File: config.mk
export PLATFORM = sky130hd
export DESIGN_NAME = hall_sensor_emulator
export DESIGN_NICKNAME = d
export VERILOG_FILES = /design/src/rtl/hall_sensor_emulator.sv
export SDC_FILE = /design/constraint.sdc
export NUM_CORES = 1
export LEC_CHECK = 0
export BUFFER_PORTS_ARGS = -buffer_cell sky130_fd_sc_hd__buf_2
export CAP_MARGIN = 5
export CELL_PAD_IN_SITES_DETAIL_PLACEMENT = 1
export CELL_PAD_IN_SITES_GLOBAL_PLACEMENT = 1
export CORE_UTILIZATION = 42
export CTS_CLUSTER_DIAMETER = 30
export DETAILED_ROUTE_END_ITERATION = 8
export GPL_TIMING_DRIVEN = 0
export PLACE_DENSITY = 0.9
export SETUP_SLACK_MARGIN = 0.05
export SLEW_MARGIN = 5
export SYNTH_ARGS = -nofsm -noshare
export SYNTH_HDL_FRONTEND = slang
export SYNTH_SLANG_ARGS = --single-unit
File: constraint.sdc
create_clock -name CLK -period 3.55 [get_ports CLK]
set_input_delay 0.5325 -clock CLK [delete_from_list [all_inputs] [get_ports CLK]]
set_output_delay 0.5325 -clock CLK [all_outputs]
set_load 0.05 [all_outputs]
File: src/rtl/hall_sensor_emulator.sv
// rtl/hall_sensor_emulator.sv - BLDC Hall sensor emulator with timed sector stepping
//
// Purpose: steps an electrical sector 0..5 every PERIOD clock cycles while
// enabled and drives the matching registered Hall pattern on H1/H2/H3.
//
// Ports:
//   CLK        in   system clock, rising edge
//   RST        in   asynchronous active-high reset
//   EN         in   run enable for the step timer
//   DIR        in   0 = forward, 1 = reverse (sampled at step boundaries)
//   PERIOD     in   [15:0] clock cycles per step, 0 = stalled
//   LOAD       in   force SECTOR to SECT_IN (ignored when SECT_IN > 5)
//   SECT_IN    in   [2:0] sector value applied on LOAD
//   H1,H2,H3   out  registered Hall sensor signals
//   SECTOR     out  [2:0] current sector 0..5
//   STEP       out  one-cycle pulse on each timer-driven sector change
//   REV_CNT    out  [7:0] signed revolution count
//
// Configuration: define HALL_REV_COUNT_EN to build the revolution counter;
// otherwise REV_CNT is tied to zero.

module hall_sensor_emulator (
  input  logic        CLK,
  input  logic        RST,
  input  logic        EN,
  input  logic        DIR,
  input  logic [15:0] PERIOD,
  input  logic        LOAD,
  input  logic [2:0]  SECT_IN,
  output logic        H1,
  output logic        H2,
  output logic        H3,
  output logic [2:0]  SECTOR,
  output logic        STEP,
  output logic [7:0]  REV_CNT
);

  logic [15:0] cnt_q, cnt_d;
  logic [2:0]  sector_q, sector_d;
  logic [2:0]  hall_q, hall_d;
  logic        step_q, step_d;

  logic        period_nz;
  logic        fire;
  logic        load_ok;
  logic [2:0]  sector_next;

  // Sector to {H1,H2,H3}; unreachable codes fall back to the sector-0
  // pattern so 000/111 can never appear.
  function automatic logic [2:0] hall_map(input logic [2:0] s);
    case (s)
      3'd0:    hall_map = 3'b100;
      3'd1:    hall_map = 3'b101;
      3'd2:    hall_map = 3'b001;
      3'd3:    hall_map = 3'b011;
      3'd4:    hall_map = 3'b010;
      3'd5:    hall_map = 3'b110;
      default: hall_map = 3'b100;
    endcase
  endfunction

  assign period_nz = (PERIOD != 16'd0);
  // ">=" rather than "==" so a PERIOD shrink below the running count steps
  // on the next enabled cycle instead of waiting for a 16-bit wrap.
  assign fire      = EN && period_nz && (cnt_q >= (PERIOD - 16'd1));
  assign load_ok   = LOAD && (SECT_IN <= 3'd5);

  always_comb begin
    sector_next = sector_q;
    if (!DIR) begin
      sector_next = (sector_q == 3'd5) ? 3'd0 : sector_q + 3'd1;
    end else begin
      sector_next = (sector_q == 3'd0) ? 3'd5 : sector_q - 3'd1;
    end
  end

  always_comb begin
    cnt_d    = cnt_q;
    sector_d = sector_q;
    hall_d   = hall_q;
    step_d   = 1'b0;
    if (load_ok) begin
      // LOAD wins over a coincident timer step and restarts the step timer.
      cnt_d    = 16'd0;
      sector_d = SECT_IN;
      hall_d   = hall_map(SECT_IN);
    end else if (EN) begin
      if (!period_nz) begin
        cnt_d = 16'd0;
      end else if (fire) begin
        cnt_d    = 16'd0;
        sector_d = sector_next;
        hall_d   = hall_map(sector_next);
        step_d   = 1'b1;
      end else begin
        cnt_d = cnt_q + 16'd1;
      end
    end
  end

  always_ff @(posedge CLK or posedge RST) begin
    if (RST) begin
      cnt_q    <= 16'd0;
      sector_q <= 3'd0;
      hall_q   <= 3'b100;
      step_q   <= 1'b0;
    end else begin
      cnt_q    <= cnt_d;
      sector_q <= sector_d;
      hall_q   <= hall_d;
      step_q   <= step_d;
    end
  end

`ifdef HALL_REV_COUNT_EN
  logic [7:0] rev_q, rev_d;

  always_comb begin
    rev_d = rev_q;
    if (!load_ok && fire) begin
      if (!DIR && (sector_q == 3'd5)) begin
        rev_d = rev_q + 8'd1;
      end else if (DIR && (sector_q == 3'd0)) begin
        rev_d = rev_q - 8'd1;
      end
    end
  end

  always_ff @(posedge CLK or posedge RST) begin
    if (RST) begin
      rev_q <= 8'd0;
    end else begin
      rev_q <= rev_d;
    end
  end

  assign REV_CNT = rev_q;
`else
  assign REV_CNT = 8'd0;
`endif

  assign H1     = hall_q[2];
  assign H2     = hall_q[1];
  assign H3     = hall_q[0];
  assign SECTOR = sector_q;
  assign STEP   = step_q;

endmodule

==> results of run 1 <==
## logic make-up (layout without fill, tap and decap cells)
| family | Yosys count | count (layout) | synth area share, % |
|---|---|---|---|
| AND/OR/NAND/NOR | 114 | 114 | 27.0 |
| other | 1 | 8 | 0.173 |
| buffers and inverters | 27 | 69 | 6.46 |
| XOR/XNOR | 15 | 15 | 6.06 |
| flip-flops | 23 | 23 | 26.6 |
| multiplexers | 1 | 1 | 0.461 |
| AO/OA/AOI/OAI | 66 | 66 | 20.5 |
| adder cells (fa/ha/maj) | 22 | 22 | 12.7 |
## metrics by stage
step           setup TNS [ps]  setup WS [ps]
3_5_place_dp           -10640           -614
4_1_cts                     0           38.5
6_report                    0           9.97
2_1_floorplan            -698           -110
5_1_grt                 -1540           -134
3_3_place_gp            -9670           -568
## where the power goes
group / leakage, nW / switching [W] / internal, W / total, W
sequential: 0.305 / 0.0000144 / 0.000276 / 0.000290
combinational: 0.811 / 0.000169 / 0.0000874 / 0.000257
clock: 0.0228 / 0.0000924 / 0.0000804 / 0.000173
## state kept, by name, indices dropped and copies added (netlist names)
name    cells
SECTOR      3
cnt_q      16
hall_q      3
STEP        1
## placed cells by master (no fill, tap or decap), types with 3 or more instances in the layout
master / count
dfrtp_1: 22
xnor2_1: 13
nor2_1: 22
o311ai_1: 4
clkbuf_8: 3
buf_4: 15
nor2b_1: 4
a22oi_1: 3
nor3_2: 3
nor3_1: 5
nand2_1: 25
a21oi_1: 10
o21ai_1: 4
inv_1: 10
clkbuf_1: 8
o21ai_0: 9
a31oi_1: 7
nand2b_1: 6
o21ai_2: 3
nand3_1: 14
nand4_1: 9
conb_1: 8
a211oi_1: 3
ha_1: 22
o211ai_1: 3
a22o_1: 5
buf_2: 28
nor4_1: 5
a31o_1: 5
## worst max-delay path, stage by stage
cell	delay (ps)
buf_6	110
or3_4	390
nor3_4	140
nand2b_1	130
buf_4	170
nor4_2	160
xnor2_1	120
ha_1	320
nand2_1	80
or3_4	400
or4_4	440
and4_4	210
buf_8	140
a31o_1	180
a22o_1	180
## routing by layer
metal,routed length (um),up-vias,share of wire [%]
met4,115,0,1.7
met3,157,11,2.3
met5,0,-,0
li1,-,1092,-
met1,2880,1109,43
met2,3560,50,53
## area by class of cell
| type | count | area share [%] |
|---|---|---|
| Multi-Input combinational cell | 226 | 58.8 |
| Inverter | 10 | 1.41 |
| Buffer | 17 | 4.09 |
| Sequential cell | 23 | 21.7 |
| Timing Repair Buffer | 38 | 9.13 |
| Clock buffer | 4 | 1.69 |
| Tap cell | 67 | 3.15 |
## path summary, 6_finish.rpt
path                       cells past startpoint               endpoint                   from
max                                           15  cnt_q[11]$_DFFE_PP0P_              PERIOD[2]
min                                            2   cnt_q[5]$_DFFE_PP0P_                    RST
max reg2reg                                    8   cnt_q[7]$_DFFE_PP0P_   cnt_q[0]$_DFFE_PP0P_
min reg2reg                                    2  hall_q[2]$_DFFE_PP1P_  hall_q[2]$_DFFE_PP1P_
max in group asynchronous                      2  cnt_q[10]$_DFFE_PP0P_                    RST
min in group CLK                               2   cnt_q[2]$_DFFE_PP0P_                     EN
## timing repair
action,4_1_cts,5_1_grt
pin swaps,2,3
cloned,1,0
gates resized for setup,9,10
endpoints found under the setup margin,23,23
setup buffers,5,2
==> metrics, run 1 <==
clk_lat worst skew 270 ps; fin util 54.8%; met2 Usage GRT 47.4%; register area share after synthesis 26.6%; Inserted Diodes 0; die area 5460 um2; share of cells above drive strength 1 23.3%; Critical Path RT 3710 ps; startpoint types input pin; GP Congestion 0.900; routed wire length 6710 um; TritonCTS sink count 23; grt met3 use 2.19%; Arr. time, crit path 3700 ps; Root Driver clkbuf_8; met1 usage 31.2%; Fill cells 590; status finished clean; gr ovfl total 0; CTS tree done; VDD IR max 170 uV; routed length per instance 17.4 um; Final Hold Viols 0; critical path type input pin to flip-flop; Final Non-Filler Cells 385; # port buffers 30; Inst Count DP 373; Design Area, Final 2660 um2; DRC Markers 0; via/cell ratio 5.88; htree depth 1; total power 0.000719 W; Core Rows 25; Commonest cells post-synth 26 x nand2_1, 23 x nor2_1, 22 x dfrtp_1, 22 x ha_1, 14 x nand3_1; Synth async-reset ratio 100%; flops & latches, synth 23; Starting Density 44.7%; largest area contributor in the netlist dfrtp_1; slew of the pin with the lowest slew margin 930 ps; FF/Latch Area 577 um2; pwr dens 271 nW/um2; area grow syn2layout 22.5%; layout net count 365; most common cell in the netlist nand2_1; P_leak 1.14 nW; Num CTS Buffers 3; Synth top area share 25.4%; top cells by area, synth dfrtp_1 25%, ha_1 13%, xnor2_1 5.2%, nand2_1 4.5%, nor2_1 4.0%; unrepaired setup endpoints after global routing yes; ys flop type dfrtp_1; Final Cycle Share 99.7%; vias in the first global route 2,314; hold_buf cts 0; Fmax achieved 0.282 GHz; relative slew slack 37.9%; Post-Syn Area 2170 um2; GRT Resource Usage Total 25.6%; crit path time final 3540 ps; Reg clk slew, reported paths 90 ps; footprint of the multi-input gates 1560 um2; Clock Skews 10.3 ps; core area 4850 um2; worst hold path class input pin to async pin; Ports 39; Post-synth EDFFs 0; most used routing layer met2; largest net degree at the start of global routing 24; Avg Cell Area, Syn 8.07 um2; FF-to-FF setup slack 790 ps; Mapped Cells 269; Cell Area, Placed 2460 um2; antenna violations before repair 0; Netlist cell types 49; Die W 73.9 um; first-pass GRT wire length 10,900 um; Via Count 2,262; Crit. End Element flip-flop; drt pass-1 iters 4; Die Y 73.9 um; final slew viol count 0; Antenna Violating Nets Remaining 0; Yosys warning count 0; final hold slack 450 ps; hpwl dp 4740 um; critical path fanouts, max 5; max-cap violations 0; Initial DRC Count 143; Final Setup Violations 0; Clock Tree Buf Depth 2
No activity file was read; power rests on OpenSTA's default activity.
==> run 2, diff against run 1 <==
--- a/config.mk
+++ b/config.mk
@@ -14,7 +14,7 @@
 export DETAILED_ROUTE_END_ITERATION = 8
 export GPL_TIMING_DRIVEN = 0
 export PLACE_DENSITY = 0.9
-export SETUP_SLACK_MARGIN = 0.05
+export SETUP_SLACK_MARGIN = 0.15
 export SLEW_MARGIN = 5
 export SYNTH_ARGS = -nofsm -noshare
 export SYNTH_HDL_FRONTEND = slang
==> run 2 against run 1 <==
Sequential share of layout area is 1.4 points lower. Design area up 7.1%. Critical path type unchanged. Non-clock buffer count is 8 higher. Total power grew 0.85%. The run now ends with negative setup slack left. Via count up 5.0%. Global-route usage rose by 0.82 points. Utilization grew 3.9 points. Combinational power rose by 3%. Register-to-register slack hardly changed. Worst hold slack improved by 6.5 ps. Sequential cell count is the same.
==> metrics, run 2 (synthesis gave the netlist of run 1 again) <==
status finished with violations; failing checks negative setup slack; Num CTS Buffers 3; clk_lat worst skew 270 ps; share of cells above drive strength 1 27.6%; Antenna Violating Nets Remaining 0; FF/Latch Area 577 um2; Die W 73.9 um; Root Driver clkbuf_8; core area 4850 um2; Fmax achieved 0.268 GHz; grt met3 use 2.61%; family with the most delay on the worst path simple AND/OR/NAND/NOR gates; hpwl dp 4640 um; layout net count 373; worst hold path class input pin to async pin; most used routing layer met2; critical path, cell by cell buf_6 -> or3_4 -> nor3_4 -> nand2b_4 -> buf_4 -> nor4_2 -> xnor2_1 -> ha_1 -> nand2_1 -> or3_4 -> or4_4 -> and4_4 -> o41ai_1 -> a31o_1; Final Setup Violations 22; Core Rows 25; max-cap violations 0; Fill cells 579; Final Hold Viols 0; drt pass-1 iters 4; DRC Markers 0; relative slew slack 37.4%; unrepaired setup endpoints after global routing yes; Final Cycle Share 105%; number of cells on the worst reg-to-reg path 9; commonest cells after routing, fill and taps aside 28 x buf_2, 23 x nand2_1, 22 x dfrtp_1, 22 x ha_1; Clock Skews 1.96 ps; CTS tree done; largest net degree at the start of global routing 24; # port buffers 30; routed wire length 7540 um; Crit. End Element flip-flop; Starting Density 44.7%; footprint of the multi-input gates 1660 um2; gr ovfl total 0; Die Y 73.9 um; final slew viol count 0; CP max stage cell or4_4; critical path type input pin to flip-flop; Crit path buffers/inverters 2; Initial DRC Count 212; hold_buf cts 0; Critical Path RT 3760 ps; critical path fanouts, max 6; Reg clk slew, reported paths 90 ps; Inserted Diodes 0; vias in the first global route 2,307; routed length per instance 19.2 um; slew of the pin with the lowest slew margin 938 ps; startpoint types input pin; P_leak 1.22 nW; die area 5460 um2; met2 Usage GRT 49.6%; VDD IR max 141 uV; CP most frequent cell or3_4; crit-path max cell delay 440 ps; max FFs per register 16; Arr. time, crit path 3940 ps; Via Count 2,374; GRT Resource Usage Total 26.4%; pwr dens 255 nW/um2; TritonCTS sink count 23; setup ws final -180 ps; final hold slack 457 ps; crit path time final 3730 ps; area grow syn2layout 31.3%; Biggest register cnt_q; GP Congestion 0.837; post-route setup TNS -2100 ps; antenna violations before repair 0; via/cell ratio 6.04; first-pass GRT wire length 11,000 um; htree depth 1; instance count on the critical path 14; most common cell after layout, fill and taps aside buf_2; Clock Tree Buf Depth 2; met1 usage 31.0%; Ports 39
## run 2: cell count changes in the layout (fill, tap and decap cells not counted), moves of 2 or more
cell	previous run	this run
o311ai_2	0	3
nor2_4	0	2
buf_4	15	21
o311ai_1	4	1
nand2_1	25	23
o21ai_1	4	7
o21ai_2	3	1
## run 2: metrics by stage
| stage | power [W] | setup slack, ps | instances | cell area [um2] | utilization, % |
|---|---|---|---|---|---|
| after floorplan | 0.000466 | -110 | 276 | 2220 | - |
| after global placement | 0.000526 | -580 | 373 | 2460 | 50.7 |
| after detailed placement | 0.000535 | -665 | 373 | 2460 | 50.7 |
| after CTS | 0.000707 | 2.48 | 387 | 2700 | 55.6 |
| after global routing | 0.000758 | -255 | 393 | 2850 | 58.7 |
| final | 0.000726 | -180 | 393 | 2850 | 58.7 |
## run 2: area by class of cell
type / count / area share [%]
Tap cell: 67 / 2.94
Timing Repair Buffer: 46 / 11.4
Clock buffer: 4 / 1.58
Sequential cell: 23 / 20.3
Inverter: 10 / 1.32
Buffer: 17 / 4.09
Multi-Input combinational cell: 226 / 58.4
## run 2: timing repair
action | 4_1_cts | 5_1_grt
buffers inserted | 9 | 5
pin swaps | 6 | 11
gates cloned | 1 | 1
setup endpoints to repair | 23 | 23
resized for setup | 23 | 15
## run 2: metal layers
layer / share of wire, % / wire length, um / up-vias
met5: 0 / 0 / -
met4: 2.4 / 180 / 0
met3: 3.8 / 289 / 17
met2: 53 / 3990 / 82
met1: 41 / 3080 / 1166
li1: - / - / 1109
## run 2: path summary, 6_finish.rpt
kind	start	slack [ps]	to
min reg2reg	hall_q[2]$_DFFE_PP1P_	530	hall_q[2]$_DFFE_PP1P_
max	PERIOD[0]	-180	SECTOR[0]$_DFFE_PP0P_
max in group asynchronous	RST	2520	cnt_q[2]$_DFFE_PP0P_
min in group CLK	EN	510	cnt_q[2]$_DFFE_PP0P_
max reg2reg	cnt_q[0]$_DFFE_PP0P_	780	cnt_q[7]$_DFFE_PP0P_
min	RST	460	cnt_q[13]$_DFFE_PP0P_
## run 2: power breakdown
part,total [W],switching [W],internal [W],leakage [nW]
Sequential,0.000289,0.0000134,0.000276,0.305
Clock,0.000171,0.0000910,0.0000804,0.0228
Combinational,0.000265,0.000175,0.0000907,0.894
==> run 3, diff against run 2 <==
--- a/config.mk
+++ b/config.mk
@@ -5,15 +5,17 @@
 export SDC_FILE = /design/constraint.sdc
 export NUM_CORES = 1
 export LEC_CHECK = 0
+export ABC_AREA = 1
 export BUFFER_PORTS_ARGS = -buffer_cell sky130_fd_sc_hd__buf_2
 export CAP_MARGIN = 5
 export CELL_PAD_IN_SITES_DETAIL_PLACEMENT = 1
 export CELL_PAD_IN_SITES_GLOBAL_PLACEMENT = 1
-export CORE_UTILIZATION = 42
+export CORE_UTILIZATION = 45
+export CTS_BUF_LIST = sky130_fd_sc_hd__clkbuf_8
 export CTS_CLUSTER_DIAMETER = 30
 export DETAILED_ROUTE_END_ITERATION = 8
 export GPL_TIMING_DRIVEN = 0
-export PLACE_DENSITY = 0.9
+export PLACE_DENSITY = 0.95
 export SETUP_SLACK_MARGIN = 0.15
 export SLEW_MARGIN = 5
 export SYNTH_ARGS = -nofsm -noshare
==> constraint.sdc (replaced) <==
create_clock -name CLK -period 4.7 [get_ports CLK]
set_input_delay 0.705 -clock CLK [delete_from_list [all_inputs] [get_ports CLK]]
set_output_delay 0.705 -clock CLK [all_outputs]
set_load 0.05 [all_outputs]
==> run 3 against run 2 <==
The flow now finishes without violations. Worst setup slack better by 1900 ps. Critical path type unchanged. Register-to-register slack improved by 1900 ps. Utilization down 5.6 points. Via count rose by 4.3%. Worst hold slack improved by 41 ps. Synthesized cell count is 33% higher. First-iteration DRC count decreased by 70%. Design area shrank 4.1%. Clock skew about the same. Wire length fell by 10%. Sequential cell count did not move.
==> metrics, run 3 <==
status finished clean; htree depth 1; footprint of the multi-input gates 1590 um2; top cells by area, synth dfrtp_1 23%, nand2_1 16%, ha_1 11%, inv_1 6.8%, nand3_1 5.8%; Fmax achieved 0.336 GHz; Sw Share 42.9%; startpoint types input pin; Final Setup Violations 0; Ports 39; CTS tree done; Core Rows 26; GP Congestion 0.860; critical path fanouts, max 10; GRT Resource Usage Total 26.2%; Mapped Cells 359; Sequential Power Share 38.2%; fin util 53.1%; Final Hold Viols 0; hpwl dp 5510 um; met2 Usage GRT 50.6%; Critical Path RT 4860 ps; gr ovfl total 0; final hold slack 498 ps; area grow syn2layout 12.8%; most common cell in the netlist nand2_1; P_leak 1.46 nW; net switching power 0.000268 W; most used routing layer met2; Die Y 75.4 um; grt met3 use 3.17%; Post-synth EDFFs 0; commonest cells after routing, fill and taps aside 102 x nand2_1, 44 x inv_1, 34 x nor2_1; number of cells on the worst reg-to-reg path 14; drt pass-1 iters 6; largest net degree at the start of global routing 24; Clock Skews 1.80 ps; FF-to-FF setup slack 2720 ps; HP Start hall_q[2]$_DFFE_PP1P_; pwr dens 228 nW/um2; Synth async-reset ratio 100%; most common cell after layout, fill and taps aside nand2_1; Hold EP hall_q[2]$_DFFE_PP1P_; Avg Cell Area, Syn 6.74 um2; flops & latches, synth 23; Yosys warning count 0; clk_lat worst skew 270 ps; VDD IR max 102 uV; Design Area, Final 2730 um2; die area 5680 um2; max-cap violations 0; crit path time final 2970 ps; TritonCTS sink count 23; hold_buf cts 0; clock power share 20.6%; antenna violations before repair 0; via/cell ratio 5.27; Post-Syn Area 2420 um2; met1 usage 27.4%; ys flop type dfrtp_1; max FFs per register 16; Crit. End Element flip-flop; Synth top area share 22.7%; Netlist cell types 35; R2R Path Start cnt_q[7]$_DFFE_PP0P_; post-CTS sizing 0; routed wire length 6790 um; Comb pwr share 41.2%; critical path type input pin to flip-flop; core area 5140 um2; routed length per instance 14.4 um; Clock Tree Buf Depth 2; Arr. time, crit path 3140 ps; Via Count 2,476; FF/Latch Area 577 um2; Starting Density 47.1%; Inserted Diodes 0; Post-CTS Setup Bufs 0; # port buffers 30; Commonest cells post-synth 102 x nand2_1, 44 x inv_1, 34 x nor2_1; Die W 75.4 um; first-pass GRT wire length 11,100 um; largest area contributor in the netlist dfrtp_1; Root Driver clkbuf_8; Cell Area, Placed 2690 um2; relative slew slack 38.5%; Reg clk slew, reported paths 90 ps; Initial DRC Count 63; slew of the pin with the lowest slew margin 922 ps; Fill cells 730; worst hold path class flip-flop to flip-flop; vias in the first global route 2,565; post-route setup TNS 0 ps; final slew viol count 0; share of cells above drive strength 1 17.8%; Pint 0.000356 W; DRC Markers 0; layout net count 447; hold depth 2; Biggest register cnt_q; unrepaired setup endpoints after global routing no; Antenna Violating Nets Remaining 0; register area share after synthesis 23.8%; Num CTS Buffers 3; R2R Path End SECTOR[0]$_DFFE_PP0P_; Final Cycle Share 63.2%
[run 3: worst max path at each step]
stage	from	depth (start not counted)	to	slack [ps]
CTS	PERIOD[0]	20	SECTOR[0]$_DFFE_PP0P_	1700
finish	PERIOD[0]	20	SECTOR[0]$_DFFE_PP0P_	1730
detailed placement	PERIOD[0]	20	SECTOR[0]$_DFFE_PP0P_	1430
global route	PERIOD[0]	20	SECTOR[0]$_DFFE_PP0P_	1490
global placement	PERIOD[0]	20	hall_q[0]$_DFFE_PP0P_	1520
floorplan	PERIOD[0]	19	SECTOR[2]$_DFFE_PP0P_	1950
[run 3: layout make-up]
type,instances,share of cell area [%]
timing repair buffer,30,5.50
clock inverter,1,0.183
buffer,14,3.71
sequential,23,21.1
inverter,47,6.46
clock buffer,3,1.51
tap,70,3.21
multi-input combinational,282,58.3
[run 3: critical path: stages]
cell and delay, ps:
buf_2 120, inv_1 100, ha_1 260, nand3_4 130, nor2_2 140, nand2_1 90
inv_1 80, nand3_1 90, xor2_1 150, inv_1 60, ha_1 270, nand2_1 100
o21ai_0 110, a21oi_1 140, nand2_1 100, nand2_4 100, nand2_4 90, buf_6 160
nand2_1 70, nand2_1 60
[run 3: power groups by stage]
stage | clock network [W] | registers (W) | logic [W]
6_report | 0.000128 | 0.000238 | 0.000257
5_1_grt | 0.000135 | 0.000242 | 0.000289
4_1_cts | 0.000132 | 0.000238 | 0.000259
3_5_place_dp | 0 | 0.000242 | 0.000258
3_3_place_gp | 0 | 0.000241 | 0.000243
2_1_floorplan | 0 | 0.000281 | 0.000147
[run 3: stage by stage]
stage	setup slack [ps]	total power, W	cells
floorplan	1950	0.000428	366
global placement	1520	0.000484	466
detailed placement	1430	0.000500	466
CTS	1700	0.000628	470
global route	1490	0.000666	470
finish	1730	0.000624	470
[run 3: metal layers]
metal,part of all wire (%),wire (um)
met5,0,0
met4,3.8,257
met3,3.3,222
met2,52,3550
met1,41,2760
[run 3: cell families after synthesis]
group           after synthesis  share of synthesized area (%)
simple gates                196                           37.7
buf+inv                      61                           11.5
compound gates               38                           8.94
flops                        23                           23.8
fa+ha+maj                    22                           11.4
xor+xnor                     18                           6.51
other cells                   1                          0.155
